--- config.mk ---
export PLATFORM = sky130hd
export DESIGN_NAME = muldiv_unit
export DESIGN_NICKNAME = d
export VERILOG_FILES = /design/src/rtl/muldiv_unit.sv
export SDC_FILE = /design/constraint.sdc
export NUM_CORES = 1
export LEC_CHECK = 0
export BUFFER_PORTS_ARGS = -buffer_cell sky130_fd_sc_hd__buf_2
export CAP_MARGIN = 20
export CORE_AREA = 2 2 190 192
export CTS_CLUSTER_SIZE = 20
export DETAILED_ROUTE_END_ITERATION = 6
export DIE_AREA = 0 0 192 194
export PLACE_DENSITY_LB_ADDON = 0.25
export SLEW_MARGIN = 30
export SYNTH_ARGS = -nofsm -noshare
export SYNTH_HDL_FRONTEND = slang
export SYNTH_SLANG_ARGS = --single-unit
--- constraint.sdc ---
create_clock -name clk -period 5.8 [get_ports clk]
set_clock_uncertainty 0.05 [all_clocks]
set_input_delay 0.58 -clock clk [delete_from_list [all_inputs] [get_ports clk]]
set_output_delay 0.58 -clock clk [all_outputs]
set_load 0.01 [all_outputs]
--- src/rtl/muldiv_unit.sv ---
// muldiv_unit: HI/LO multiply/divide unit (MULT, MULTU, DIV, DIVU, MTHI, MTLO).
// Multiply and divide run one radix-2 iteration per cycle on operand magnitudes.
// The sign of the result is applied in a final FIX cycle.
// Optional macro MULDIV_FAST_MUL_EN: multiplies use a single-cycle product and go
// straight from IDLE to FIX. Divide timing is the same in both builds.
module muldiv_unit #(
    parameter int DATA_WIDTH = 32
) (
    input  logic                  clk,
    input  logic                  reset,
    input  logic                  start,
    input  logic [1:0]            op,
    input  logic [DATA_WIDTH-1:0] rs_val,
    input  logic [DATA_WIDTH-1:0] rt_val,
    input  logic                  flush,
    input  logic                  mthi,
    input  logic                  mtlo,
    output logic                  busy,
    output logic                  done,
    output logic [DATA_WIDTH-1:0] hi,
    output logic [DATA_WIDTH-1:0] lo
);
    localparam int W  = DATA_WIDTH;
    localparam int CW = $clog2(DATA_WIDTH);

    typedef enum logic [1:0] {IDLE, RUN, FIX} state_t;

    state_t          state_q;
    logic [CW-1:0]   cnt_q;
    logic            busy_q;
    logic            done_q;
    logic [W-1:0]    hi_q;
    logic [W-1:0]    lo_q;

    // Working register: upper half is the partial product or the remainder.
    // Lower half is the multiplier or the dividend, which shifts out as quotient bits shift in.
    logic [2*W-1:0]  work_q;
    logic [2*W-1:0]  work_d;
    logic [W-1:0]    b_q;
    logic            div_q;
    logic            neg_q;
    logic            dsgn_q;

    // Two's-complement negate when neg is set; magnitudes and sign fix share it.
    function automatic logic [W-1:0] sfix_w(input logic [W-1:0] v, input logic neg);
        return neg ? (~v + 1'b1) : v;
    endfunction

    function automatic logic [2*W-1:0] sfix_2w(input logic [2*W-1:0] v, input logic neg);
        return neg ? (~v + 1'b1) : v;
    endfunction

    logic            is_signed;
    logic            a_neg;
    logic            b_neg;
    logic [W-1:0]    a_mag;
    logic [W-1:0]    b_mag;
    logic            accept;
    logic            fast_mul;
    logic [2*W-1:0]  load_val;

    assign is_signed = ~op[0];
    assign a_neg     = is_signed & rs_val[W-1];
    assign b_neg     = is_signed & rt_val[W-1];
    assign a_mag     = sfix_w(rs_val, a_neg);
    assign b_mag     = sfix_w(rt_val, b_neg);
    assign accept    = (state_q == IDLE) && start && !flush;

`ifdef MULDIV_FAST_MUL_EN
    assign fast_mul  = ~op[1];
    assign load_val  = op[1] ? {{W{1'b0}}, a_mag}
                             : ({{W{1'b0}}, a_mag} * {{W{1'b0}}, b_mag});
`else
    assign fast_mul  = 1'b0;
    assign load_val  = {{W{1'b0}}, a_mag};
`endif

    logic [W:0]      add_sum;
    logic [W:0]      shl_rem;
    logic [W-1:0]    sub_diff;
    logic            ge;

    // One iteration: shift-add for multiply, restoring subtract for divide
    always_comb begin
        add_sum  = {1'b0, work_q[2*W-1:W]} + (work_q[0] ? {1'b0, b_q} : {(W+1){1'b0}});
        shl_rem  = work_q[2*W-1:W-1];
        sub_diff = shl_rem[W-1:0] - b_q;
        ge       = (shl_rem >= {1'b0, b_q});
        work_d   = work_q;
        if (div_q) begin
            work_d = {(ge ? sub_diff : shl_rem[W-1:0]), work_q[W-2:0], ge};
        end else begin
            work_d = {add_sum, work_q[W-1:1]};
        end
    end

    logic [2*W-1:0]  res_prod;
    logic [W-1:0]    res_hi;
    logic [W-1:0]    res_lo;

    // Sign correction: the product and quotient take the operand sign XOR; the remainder takes the dividend sign
    always_comb begin
        res_prod = sfix_2w(work_q, neg_q);
        if (div_q) begin
            res_hi = sfix_w(work_q[2*W-1:W], dsgn_q);
            res_lo = sfix_w(work_q[W-1:0], neg_q);
        end else begin
            res_hi = res_prod[2*W-1:W];
            res_lo = res_prod[W-1:0];
        end
    end

    // Datapath registers: latch operands on accept, iterate while running
    always_ff @(posedge clk) begin
        if (accept) begin
            work_q <= load_val;
            b_q    <= b_mag;
            div_q  <= op[1];
            neg_q  <= a_neg ^ b_neg;
            dsgn_q <= a_neg;
        end else if (state_q == RUN) begin
            work_q <= work_d;
        end
    end

    // Control FSM with registered busy/done and the architectural HI/LO registers
    always_ff @(posedge clk or posedge reset) begin
        if (reset) begin
            state_q <= IDLE;
            cnt_q   <= '0;
            busy_q  <= 1'b0;
            done_q  <= 1'b0;
            hi_q    <= '0;
            lo_q    <= '0;
        end else begin
            done_q <= 1'b0;
            case (state_q)
                IDLE: begin
                    if (mthi) hi_q <= rs_val;
                    if (mtlo) lo_q <= rs_val;
                    if (accept) begin
                        cnt_q   <= CW'(W - 1);
                        state_q <= fast_mul ? FIX : RUN;
                        busy_q  <= 1'b1;
                    end
                end
                RUN: begin
                    if (flush) begin
                        state_q <= IDLE;
                        busy_q  <= 1'b0;
                    end else begin
                        if (cnt_q == '0) begin
                            state_q <= FIX;
                        end else begin
                            cnt_q <= cnt_q - 1'b1;
                        end
                    end
                end
                FIX: begin
                    state_q <= IDLE;
                    busy_q  <= 1'b0;
                    if (!flush) begin
                        hi_q   <= res_hi;
                        lo_q   <= res_lo;
                        done_q <= 1'b1;
                    end
                end
                default: begin
                    state_q <= IDLE;
                    busy_q  <= 1'b0;
                end
            endcase
        end
    end

    assign busy = busy_q;
    assign done = done_q;
    assign hi   = hi_q;
    assign lo   = lo_q;

endmodule

==> impl_metrics.env <==
export IMPL_synth_xor_area_frac=0.107
export IMPL_power_density_nw_per_um2=388
export IMPL_antenna_found_initial=1
export IMPL_cp_arrival_ps=4440
export IMPL_grt_pass1_wl_um=69700
export IMPL_ctsHoldBuffers=0
export IMPL_worstMarginPinSlew_ps=844
export IMPL_ys_seq_elements=172
export IMPL_dieHeight_um=194
export IMPL_peakVddDrop_mv=0.249
export IMPL_criticalPathCategory="reg2reg"
export IMPL_ys_types=74
export IMPL_switching_share=0.452
export IMPL_synth_mux_area_fraction=0.0407
export IMPL_via_per_inst=5.82
export IMPL_synth_compound_area_share=0.246
export IMPL_p_sw_w=0.00274
export IMPL_netlist_area_um2=14000
export IMPL_p_clk_frac=0.196
export IMPL_num_nets_final=1922
export IMPL_yosysSeqAreaShare=0.321
export IMPL_grt_overflow_total=0
export IMPL_initial_utilization=0.396
export IMPL_ys_warn_count=0
export IMPL_ios=138
export IMPL_async_flop_share=0.424
export IMPL_period_share=0.707
export IMPL_synth_ff_type="dfrtp_1"
export IMPL_wire_per_inst_um=19.7
export IMPL_final_common_cell="nand2_1"
export IMPL_hp_class="in2reg"
export IMPL_n_antenna_cell=0
export IMPL_syn_num_nets=1836
export IMPL_grt_use_total=0.237
export IMPL_grt_max_degree=99
export IMPL_status="finished, final reports clean"
export IMPL_first_pass_iters=6
export IMPL_slew_violations=0
export IMPL_synth_top_family_by_area="compound AO/OA/AOI/OAI gates"
export IMPL_worstHoldPathCells=1
export IMPL_clock_sinks=172
export IMPL_rsz0062_at_grt="no"
export IMPL_ff2ff_path_depth=13
export IMPL_layout_common_cells="nand2_1 (171), o21ai_0 (166), nor2_1 (139), buf_2 (137), a21oi_1 (130)"
export IMPL_register_area_um2=4480
export IMPL_vias=13102
export IMPL_antenna_left=0
export IMPL_htree_levels=4
export IMPL_timing_final_hold_violations=0
export IMPL_cts_tree="built"
export IMPL_synth_edf_count=67
export IMPL_crit_fanout=31
export IMPL_gp_congestion=0.888
export IMPL_max_freq_mhz=244
export IMPL_end_kind="flop"
export IMPL_cts_resized=0
export IMPL_combPwrFrac=0.494
export IMPL_insertion_delay_ps=470
export IMPL_p_leak_nw=6.66
export IMPL_critPathLaunchType="flop"
export IMPL_die_w_um=192
export IMPL_syn_to_final_growth_pct=12.2
export IMPL_syn_inst=1692
export IMPL_portBuffers=137
export IMPL_postPlaceCellArea_um2=15000
export IMPL_seq_power_share=0.310
export IMPL_wl_um=44400
export IMPL_relSlewSlack=0.437
export IMPL_die_area_um2=37200
export IMPL_fillers=3585
export IMPL_finalPower_w=0.00607
export IMPL_setup_viol=0
export IMPL_critPathRequiredTime_ps=6130
export IMPL_p_int_w=0.00333
export IMPL_drive_gt1_frac=0.125
export IMPL_cts_setup_buffers=0
export IMPL_multiInputGateArea_um2=8910
export IMPL_min_period_ps=4100
export IMPL_core_area_um2=35200
export IMPL_drt_initial_drc_count=1202
export IMPL_synth_avg_cell_area_um2=8.25
export IMPL_grt_pass1_vias=12493
export IMPL_cts_buffers=17
export IMPL_clk_pin_slew_worst_paths_ps=80
export IMPL_hpwl_um=33400
export IMPL_synth_fa_ha_area_frac=0.0657
export IMPL_root_buffer="clkbuf_16"
export IMPL_drt_drc_violations_left=0
export IMPL_stdcell_area_um2=15700
export IMPL_cts_buffer_depth=2
export IMPL_cap_violations=0
export IMPL_rows=69
export IMPL_synthSimpleGateAreaFrac=0.177
export IMPL_fin_tns_setup_ps=0
==> layer usage <==
metal,part of all wire,track usage,wire length (um),up-vias
met1,0.47,0.334,20900,6268
met5,0.00029,0,13,-
met2,0.45,0.377,20100,431
li1,-,-,-,6335
met4,0.022,0.0727,960,2
met3,0.055,0.0329,2430,66
==> logic make-up after synthesis <==
group | after synthesis
buffers and inverters | 154
adders and majority gates | 72
DFF | 172
xor gates and xnor gates | 170
AOI/OAI and AO/OA | 548
and+or+nand+nor | 520
muxes | 56
==> power by group through the flow <==
| stage | registers [W] | logic [W] | clock network (W) |
|---|---|---|---|
| after floorplan | 0.00176 | 0.00221 | 0 |
| after detailed placement | 0.00189 | 0.00293 | 0 |
| final | 0.00188 | 0.00300 | 0.00119 |
| after global placement | 0.00189 | 0.00293 | 0 |
| after CTS | 0.00187 | 0.00296 | 0.00121 |
| after global routing | 0.00191 | 0.00332 | 0.00125 |
==> flip-flops by register name, indices dropped and copies added (netlist names), 2 cells and up <==
name and count:
b_q 32, cnt_q 5, hi 32, lo 32, state_q 2, work_q 64
==> critical path, stage by stage (launching register included) <==
cell and delay [ps]:
edfxtp_1 500, inv_1 130, buf_4 320, nor2_1 130
ha_1 310, a211oi_1 360, o211ai_1 210, a41oi_1 450
a22oi_1 290, a311o_1 420, a31o_2 310, a31oi_1 210
xor2_1 90, a211oi_1 230
==> final cells by class <==
cell class / count / area share
Clock inverter: 13 / 0.00895
Tap cell: 461 / 0.0368
Multi-Input combinational cell: 1366 / 0.569
Timing Repair Buffer: 156 / 0.0545
Clock buffer: 19 / 0.0290
Inverter: 65 / 0.0157
Sequential cell: 172 / 0.286
==> cells in the mapped netlist, drive strengths merged, types with 14 or more instances <==
cell type	n	area, um2
nand2	172	648
o21ai	170	855
nor2	140	526
a21oi	132	661
xnor2	99	867
clkbuf	74	278
dfrtp	73	1830
xor2	71	622
ha	70	876
edfxtp	67	2010
inv	65	244
mux2i	50	500
a21o	42	315
nor3	40	200
dfxtp	32	641
a31oi	27	169
o31ai	27	203
nand3	23	115
a211oi	20	150
and2	18	113
nor4	18	113
o21a	17	128
nand2b	16	100
and3	15	93.8
buf	15	70.1
or4	15	120
nand4	14	87.6
nor2b	14	87.6
==> path summary, 6_finish.rpt <==
| check | from | endpoint | slack (ps) |
|---|---|---|---|
| setup / recovery | work_q[0] | work_q[58] | 1700 |
| hold / removal | op[1] | div_q | 240 |
| setup reg to reg | work_q[0] | work_q[58] | 1700 |
| hold reg to reg | lo[21] | lo[21] | 420 |
| max in group asynchronous | reset | lo[25] | 4970 |
| min in group asynchronous | reset | lo[4] | 250 |
==> stage by stage <==
stage | hold slack [ps] | setup WS, ps | utilization | instances
finish | 242 | 1700 | 0.445 | 2252
CTS | 226 | 1740 | 0.444 | 2251
global placement | 406 | 1830 | 0.427 | 2219
detailed placement | 415 | 1780 | 0.427 | 2219
floorplan | 439 | 2390 | - | 1692
global route | 229 | 1360 | 0.445 | 2252
Power figures use the tool's default switching activity.
